`config.mk`:
```
export PLATFORM = sky130hd
export DESIGN_NAME = frv_shfl_seq
export DESIGN_NICKNAME = d
export VERILOG_FILES = /design/src/rtl/frv_shfl_seq.sv
export SDC_FILE = /design/constraint.sdc
export NUM_CORES = 1
export LEC_CHECK = 0
export CORE_MARGIN = 4
export CORE_UTILIZATION = 50
export CTS_CLUSTER_SIZE = 28
export DETAILED_ROUTE_END_ITERATION = 6
export PLACE_DENSITY = 0.88
export SLEW_MARGIN = 30
export SYNTH_ARGS = -nofsm -noshare
export SYNTH_HDL_FRONTEND = slang
export SYNTH_SLANG_ARGS = --single-unit
```
`constraint.sdc`:
```
create_clock -name g_clk -period 2.45 [get_ports g_clk]
set_input_delay 0.735 -clock g_clk [delete_from_list [all_inputs] [get_ports g_clk]]
set_output_delay 0.735 -clock g_clk [all_outputs]
set_load 0.01 [all_outputs]
```
`src/rtl/frv_shfl_seq.sv`:
```
`default_nettype none
// ============================================================================
// Module   : frv_shfl_seq
// Brief    : Iterative shfl/unshfl butterfly sequencer, one stage per cycle.
// Revision : 1.0 - initial release
// ============================================================================
module frv_shfl_seq #(
    parameter int SKIP_ZERO_STAGES = 1
) (
    input  logic        g_clk,
    input  logic        g_reset,
    input  logic        flush,
    input  logic        req_valid,
    output logic        req_ready,
    input  logic        req_unshfl,
    input  logic [31:0] req_rs1,
    input  logic [3:0]  req_ctrl,
    output logic        rsp_valid,
    input  logic        rsp_ready,
    output logic [31:0] rsp_result,
    output logic        busy
);

    localparam logic [1:0] c_st_idle = 2'd0;
    localparam logic [1:0] c_st_run  = 2'd1;
    localparam logic [1:0] c_st_done = 2'd2;

    logic [1:0]  r_state;
    logic [31:0] r_data;
    logic [3:0]  r_ctrl;
    logic        r_unshfl;
    logic [1:0]  r_ptr;
    logic [2:0]  r_cnt;

    logic [31:0] w_stage_out;
    logic [3:0]  w_mask_rest;
    logic [1:0]  w_next_ptr;
    logic [1:0]  w_first_ptr;
    logic [2:0]  w_req_n;
    logic        w_accept;

    // First enabled stage in walk order: highest bit for shfl, lowest for unshfl.
    function automatic logic [1:0] f_first(input logic [3:0] m, input logic un);
        logic [1:0] r;
        r = 2'd0;
        if (un) begin
            for (int k = 3; k >= 0; k--) if (m[k]) r = 2'(k);
        end else begin
            for (int k = 0; k < 4; k++) if (m[k]) r = 2'(k);
        end
        return r;
    endfunction

    function automatic logic [31:0] f_stage(input logic [31:0] x, input logic [1:0] k);
        logic [31:0] l;
        logic [31:0] r;
        logic [4:0]  n;
        case (k)
            2'd3:    begin l = 32'h00ff0000; r = 32'h0000ff00; n = 5'd8; end
            2'd2:    begin l = 32'h0f000f00; r = 32'h00f000f0; n = 5'd4; end
            2'd1:    begin l = 32'h30303030; r = 32'h0c0c0c0c; n = 5'd2; end
            default: begin l = 32'h44444444; r = 32'h22222222; n = 5'd1; end
        endcase
        return (x & ~(l | r)) | ((x << n) & l) | ((x >> n) & r);
    endfunction

    always_comb begin
        w_stage_out = f_stage(r_data, r_ptr);
        // Stages still ahead of the pointer in the current walk direction.
        w_mask_rest = r_unshfl ? ~((4'b0010 << r_ptr) - 4'd1)
                               :  ((4'b0001 << r_ptr) - 4'd1);
        if (SKIP_ZERO_STAGES != 0) begin
            w_next_ptr  = f_first(r_ctrl & w_mask_rest, r_unshfl);
            w_first_ptr = f_first(req_ctrl, req_unshfl);
            w_req_n     = {2'b00, req_ctrl[0]} + {2'b00, req_ctrl[1]}
                        + {2'b00, req_ctrl[2]} + {2'b00, req_ctrl[3]};
        end else begin
            w_next_ptr  = r_unshfl ? r_ptr + 2'd1 : r_ptr - 2'd1;
            w_first_ptr = req_unshfl ? 2'd0 : 2'd3;
            w_req_n     = (req_ctrl != 4'd0) ? 3'd4 : 3'd0;
        end
    end

    assign req_ready  = (r_state == c_st_idle) && !flush;
    assign w_accept   = req_ready && req_valid;
    assign rsp_valid  = (r_state == c_st_done);
    assign rsp_result = r_data;
    assign busy       = (r_state != c_st_idle);

    always_ff @(posedge g_clk) begin
        if (g_reset) begin
            r_state  <= c_st_idle;
            r_data   <= 32'd0;
            r_ctrl   <= 4'd0;
            r_unshfl <= 1'b0;
            r_ptr    <= 2'd0;
            r_cnt    <= 3'd0;
        end else if (flush) begin
            r_state <= c_st_idle;
            r_ctrl  <= 4'd0;
            r_cnt   <= 3'd0;
        end else begin
            case (r_state)
                c_st_idle: begin
                    if (w_accept) begin
                        r_data   <= req_rs1;
                        r_ctrl   <= req_ctrl;
                        r_unshfl <= req_unshfl;
                        r_ptr    <= w_first_ptr;
                        r_cnt    <= w_req_n;
                        r_state  <= (w_req_n == 3'd0) ? c_st_done : c_st_run;
                    end
                end
                c_st_run: begin
                    if (r_ctrl[r_ptr]) r_data <= w_stage_out;
                    r_ptr <= w_next_ptr;
                    r_cnt <= r_cnt - 3'd1;
                    if (r_cnt == 3'd1) r_state <= c_st_done;
                end
                c_st_done: begin
                    if (rsp_ready) r_state <= c_st_idle;
                end
                default: r_state <= c_st_idle;
            endcase
        end
    end

endmodule
`default_nettype wire

```
==> metrics.txt, run 1 <==
crit-path leading delay family buffers and inverters; Slowest-stage cell, CP clkdlybuf4s50_1; vias in the first global route between 5000 and 6000; worst hold path class flip-flop to flip-flop; Cell Rows 36; Peak VDD IR approximately 0.00023 V; Die Ht 108.1 um; min-delay src rsp_result[31]; initial cell density of the core 0.5128; Ant. Diodes 0; PwrDens roughly 400 nW/um^2; Final setup violation count 0; FF-to-FF Start r_ptr[1]; Mapped Area between 5000 and 6000 um^2; I/O pins 77; Fmax around 420 MHz; Synth area leaders mux4_2, dfxtp_1, mux2i_1; Syn Inst Count between 500 and 600; CP Max Fanout 2; Detailed Route Iter0 Violations ~760; Worst Hold End rsp_result[31]; DIE WIDTH roughly 110 um; maxcap violations 0; Reg clk slew, reported paths roughly 100 ps; cts bufs inserted 5; Startpoint Class primary input; flops & latches, synth 44; critical-path cell list clkdlybuf4s50_1, nor3_1, dlygate4sd2_1; WP data arrival 1660 ps; LEAKAGE between 2 and 3 nW; Global Route Usage Sum 0.3751; Buf/Inv on CP 2; CP endpoint kind output pin; Vias ~5900; syn avg cell area 8.583 um^2; Via density 6.927; Detail Route Antenna Nets 0; synth unique cells 64; largest area contributor in the netlist mux4_2; cell area after layout between 6000 and 7000 um^2; CTS sink cnt 44; most numerous cell in the Yosys netlist nand2_1; critical path required time 1710 ps; critical path class primary input to output pin; r2r worst-path depth 8; top cell type's share of synthesized area 0.1977; ys async rst share 0; Total Nets Final between 700 and 800; die footprint around 12000 um^2; Slew headroom 0.6096; fill count 809; initial antenna violation count 0; largest net degree at the start of global routing 22; Max clock buf depth 2; top_reg_cell synth dfxtp_1; Wirelength per Cell approximately 26 um; crit share post-route 0.9781; DRC 0; first-pass GRT wire length about 33000 um; sequential fraction of the synthesis area 0.1757; TritonCTS clock tree yes; slowest cell delay on critical path ~410 ps; Least-Margin Pin Slew 579.4 ps; final slew viol count 0; final count of hold timing violations 0; yosys synthesis warning count 0; CTS Root Buffer Type clkbuf_8; clk_lat worst skew roughly 320 ps; drt first pass iters 7; core area ~10000 um^2; crit path from flush; Clock Skew between 10 and 15 ps; GRT overflow 0; placer congestion estimate ~1; syn nets 639; CTS HTree Levels 2; number of synthesized flops with an enable pin 0; Tot Pwr around 2.7 mW; status finished, final reports clean; synthesis-to-layout area growth 34.62%; port buffer count 76; R2R setup slack around 60 ps; hold depth 2; FF-to-FF End rsp_result[13]; fraction of layout instances using a drive strength above 1 0.2963; final wirelength between 20000 and 25000 um; Tmin final around 2400 ps; DPL Wire Length 16440 um; post-place instance area ~6500 um^2; Post-synth top cells nand2_1, a21oi_1, dfxtp_1, mux4_2, mux2i_1
## worst max-delay path by stage
stage / endpoint / slack, ps / depth (start not counted)
finish: req_ready / 50 / 3
global route: rsp_result[13] / -7 / 8
floorplan: r_state[1] / 10 / 10
CTS: rsp_result[19] / 20 / 8
global placement: r_state[1] / -570 / 11
detailed placement: r_state[1] / -790 / 11
## cells in the final DEF (no fill, tap or decap), drive strengths merged, types with 4 or more instances in the layout
cell type,instances
a22oi,7
a221oi,6
nand2,76
a21oi,51
mux2i,39
nand2b,7
a31oi,5
clkdlybuf4s50,72
o21ai,20
ha,12
buf,110
mux4,44
o221ai,12
a221o,5
o22ai,5
nor2,30
mux2,20
inv,18
clkbuf,6
and2,5
o211ai,8
dfxtp,44
a22o,14
nand3,13
nor3,6
dlygate4sd2,4
nor2b,15
a211oi,4
## power breakdown
part / internal, mW / leakage [nW] / switching, mW
clock network: 0.204 / 0.0414 / 0.317
registers: 0.759 / 0.361 / 0.101
logic: 0.669 / 2.18 / 0.647
total: 1.63 / 2.59 / 1.06
## area by class of cell
type | instances | area (um^2) | share of cell area
clock buffers | 6 | 72.57 | 0.01075
clock inverters | 2 | 16.27 | 0.002411
inverters | 19 | 77.57 | 0.01150
multi-input cells | 455 | 3874 | 0.5741
flip-flops and latches | 44 | 885.9 | 0.1313
well taps | 133 | 166.4 | 0.02466
repair buffers | 186 | 1655 | 0.2453
## logic make-up after synthesis
group	count (synthesis)	share of synthesized area
simple gates	167	0.1538
mux	103	0.3205
xor+xnor	2	0.003495
fa+ha+maj	13	0.03395
buf+inv	85	0.07563
compound gates	170	0.2369
flops	44	0.1757
## what timing repair did
action,4_1_cts,5_1_grt
buffers inserted,1,1
endpoints found under the setup margin,25,20
endpoints found under the hold margin,0,0
hold buffers,0,0
resized for setup,23,15
pin swaps,6,7
## per-layer routing
layer	vias to the layer above	wire length [um]	global-route usage
met2	424	10120	0.6101
met3	84	2150	0.07701
li1	2487	-	-
met4	0	1133	0.1641
met1	2858	8393	0.4833
met5	-	0	0
## stage by stage
| stage | hold slack [ps] | utilization | TNS (ps) | cells | setup slack (ps) |
|---|---|---|---|---|---|
| after floorplan | 433.4 | - | 0 | 584 | 14.25 |
| final | 491.0 | 0.6903 | 0 | 845 | 53.69 |
| after global placement | 448.8 | 0.6653 | -2382 | 835 | -574.6 |
| after global routing | 508.9 | 0.6903 | -6.709 | 845 | -6.709 |
| after detailed placement | 459.6 | 0.6653 | -3984 | 835 | -793.0 |
| after CTS | 478.7 | 0.6832 | 0 | 844 | 22.17 |
## worst reg2reg max path, delay by kind of cell (launching register included)
| family | cells | cell delay [ps] |
|---|---|---|
| buf+inv | 2 | 330 |
| fa+ha+maj | 1 | 210 |
| flops | 1 | 340 |
| compound gates | 4 | 880 |
| mux | 1 | 530 |
(Power assumes the default switching activity.)
==> inputs of run 2 (changes only) <==
SETUP_SLACK_MARGIN = 0.02   (was not set)
==> run 2 against run 1 <==
  * The flow now finishes with violations (design-rule violations)
  * Die area did not move
  * Register-to-register slack gained 30 ps
  * Setup slack better by 40 ps
  * Sequential power about the same
  * Sequential cell count is the same
  * Critical endpoint is now rsp_result[12]
  * Critical path depth increased by 5
  * Power rose by 1.6%
  * Via count grew 1.0%
  * Routed wire length is 3.6% lower
==> metrics.txt, run 2 (synthesis gave the netlist of run 1 again) <==
status finished, violations left; failing checks design-rule violations; r2r worst-path depth 8 (unchanged); Slew headroom 0.6108 (+0.001158); Via density 7.049 (+1.8%); PwrDens 408.1 nW/um^2 (+2.1%); final wirelength 21020 um (-3.6%); multi-input logic area 3857 um^2 (-0.42%); Reg clk slew, reported paths 100 ps (about the same); Tot Pwr 2.740 mW (+1.6%); sequential share of power 0.313 (-0.006); critical path required time 2670 ps (+960 ps); fill count 778 (-3.8%); maxcap violations 0 (unchanged); Ant. Diodes 0 (unchanged); post-layout util 0.6870 (-0.003328); Worst Hold End r_ctrl[0]; CTS HTree Levels 2 (unchanged); Clock power frac 0.217 (+0.024); post-cts hold buffer count 0 (unchanged); placer congestion estimate 1.024 (+0.17%); commonest non-fill, non-tap cell in the layout buf_4; min setup slack post-route 94.03 ps (+40.34 ps); vias in the first global route 5856 (+1.9%); sequential standard cell area 885.9 um^2 (unchanged); die footprint 11690 um^2 (unchanged); cts bufs inserted 5 (unchanged); initial antenna violation count 0 (unchanged); DPL Wire Length 15670 um (-4.6%); Cell Rows 36 (unchanged); RSZ-0062 raised after global routing yes; most frequent cells in the layout buf_4, nand2_1, clkdlybuf4s50_1; setup TNS 0 ps (unchanged); CTS Root Buffer Type clkbuf_8; Tmin final 2356 ps (-40.34 ps); worst hold path class flip-flop to flip-flop; FF-to-FF End rsp_result[12]; I/O pins 77 (unchanged); initial cell density of the core 0.5128 (unchanged); crit share post-route 0.9616 (-0.01646); final count of hold timing violations 0 (unchanged); Least-Margin Pin Slew 577.7 ps (-1.718 ps); Detailed Route Iter0 Violations 966 (+26%); clk_lat worst skew 320 ps (about the same); FF-to-FF Start r_ptr[0]; CTS sink cnt 44 (unchanged); Gate power share 0.470 (-0.018); critical path class flip-flop to flip-flop; Detail Route Antenna Nets 0 (unchanged); DIE WIDTH 108.1 um (unchanged); Die Ht 108.1 um (unchanged); Sw Ratio 0.3748 (-0.01985); R2R setup slack 90 ps (+30 ps); pre-CTS setup slack -653.4 ps (+139.6 ps); Vias 5914 (+1.0%); Wirelength per Cell 25.05 um (-2.9%); drt first pass iters 7 (unchanged); synthesis-to-layout area growth 33.97%; core area 9774 um^2 (unchanged); port buffer count 76 (unchanged); CP endpoint kind flip-flop; final slew viol count 0 (unchanged); Peak VDD IR 0.0002734 V (+17%); Max clock buf depth 2 (unchanged); Final setup violation count 0 (unchanged); first-pass GRT wire length 32570 um (-1.7%); Clock Skew 12.05 ps (+1.917 ps); Psw 1.027 mW (-3.5%); Startpoint Class flip-flop; min-delay src r_ctrl[0]; Power Internal 1.713 mW (+5.0%); hold depth 2 (unchanged); DRC 15 (+15); Total Nets Final 760 (-0.78%); WP data arrival 2580 ps (+920 ps); CP Max Fanout 17 (+15); largest net degree at the start of global routing 28 (+27%); Fmax 424.5 MHz (+1.7%); Global Route Usage Sum 0.3618 (-0.01329); LEAKAGE 2.557 nW (-1.1%); GRT overflow 0 (unchanged); fraction of layout instances using a drive strength above 1 0.2890 (-0.007396); TritonCTS clock tree yes
-- run 2: power by group through the flow --
| stage | Sequential [mW] | Combinational (mW) | Clock, mW |
|---|---|---|---|
| finish | 0.858 | 1.29 | 0.594 |
| global route | 0.860 | 1.36 | 0.621 |
| CTS | 0.847 | 1.24 | 0.587 |
| detailed placement | 0.863 | 1.21 | 0 |
| global placement | 0.858 | 1.18 | 0 |
| floorplan | 0.837 | 0.695 | 0 |
-- run 2: repair_timing --
| action | 4_1_cts | 5_1_grt |
|---|---|---|
| buffers inserted | 0 | 6 |
| endpoints found under the setup margin | 17 | 25 |
| pin swaps | 5 | 2 |
| gates resized for setup | 19 | 12 |
-- run 2: how the worst max path moves through the flow --
stage,slack [ps],start,depth (start not counted),end
final,90,r_ptr[0],8,rsp_result[12]
after global routing,1,r_ptr[1],8,rsp_result[21]
after CTS,9,r_ptr[0],9,rsp_result[21]
after detailed placement,-650,req_ctrl[0],11,r_state[1]
after global placement,-530,req_ctrl[0],11,r_state[1]
after floorplan,50,req_ctrl[0],10,r_state[1]
-- run 2: cell type report --
type	instances	share of cell area
clock buffers	6	0.01081
clock inverters	2	0.005217
inverters	19	0.01174
multi-input cells	455	0.5744
flip-flops and latches	44	0.1319
well taps	133	0.02478
repair buffers	180	0.2411
-- run 2: through the flow --
stage | instance area (um^2) | hold slack [ps] | instances
6_report | 6715 | 479.0 | 839
5_1_grt | 6715 | 520.6 | 839
4_1_cts | 6631 | 474.5 | 833
3_5_place_dp | 6457 | 457.6 | 825
3_3_place_gp | 6457 | 447.0 | 825
2_1_floorplan | 5017 | 433.4 | 584
-- run 2: routing by layer --
| layer | GRT usage | share of wire |
|---|---|---|
| met5 | 0 | 0 |
| met4 | 0.1849 | 0.058 |
| met3 | 0.09373 | 0.13 |
| met2 | 0.5719 | 0.45 |
| met1 | 0.4570 | 0.36 |
-- run 2: critical path, cell delays in order, from the launching register on --
cell and delay [ps]:
dfxtp_4 370, inv_2 100, ha_4 250, buf_12 190, mux4_2 540, mux2_2 310, nand2_1 90, o2111ai_1 180
a22o_1 220
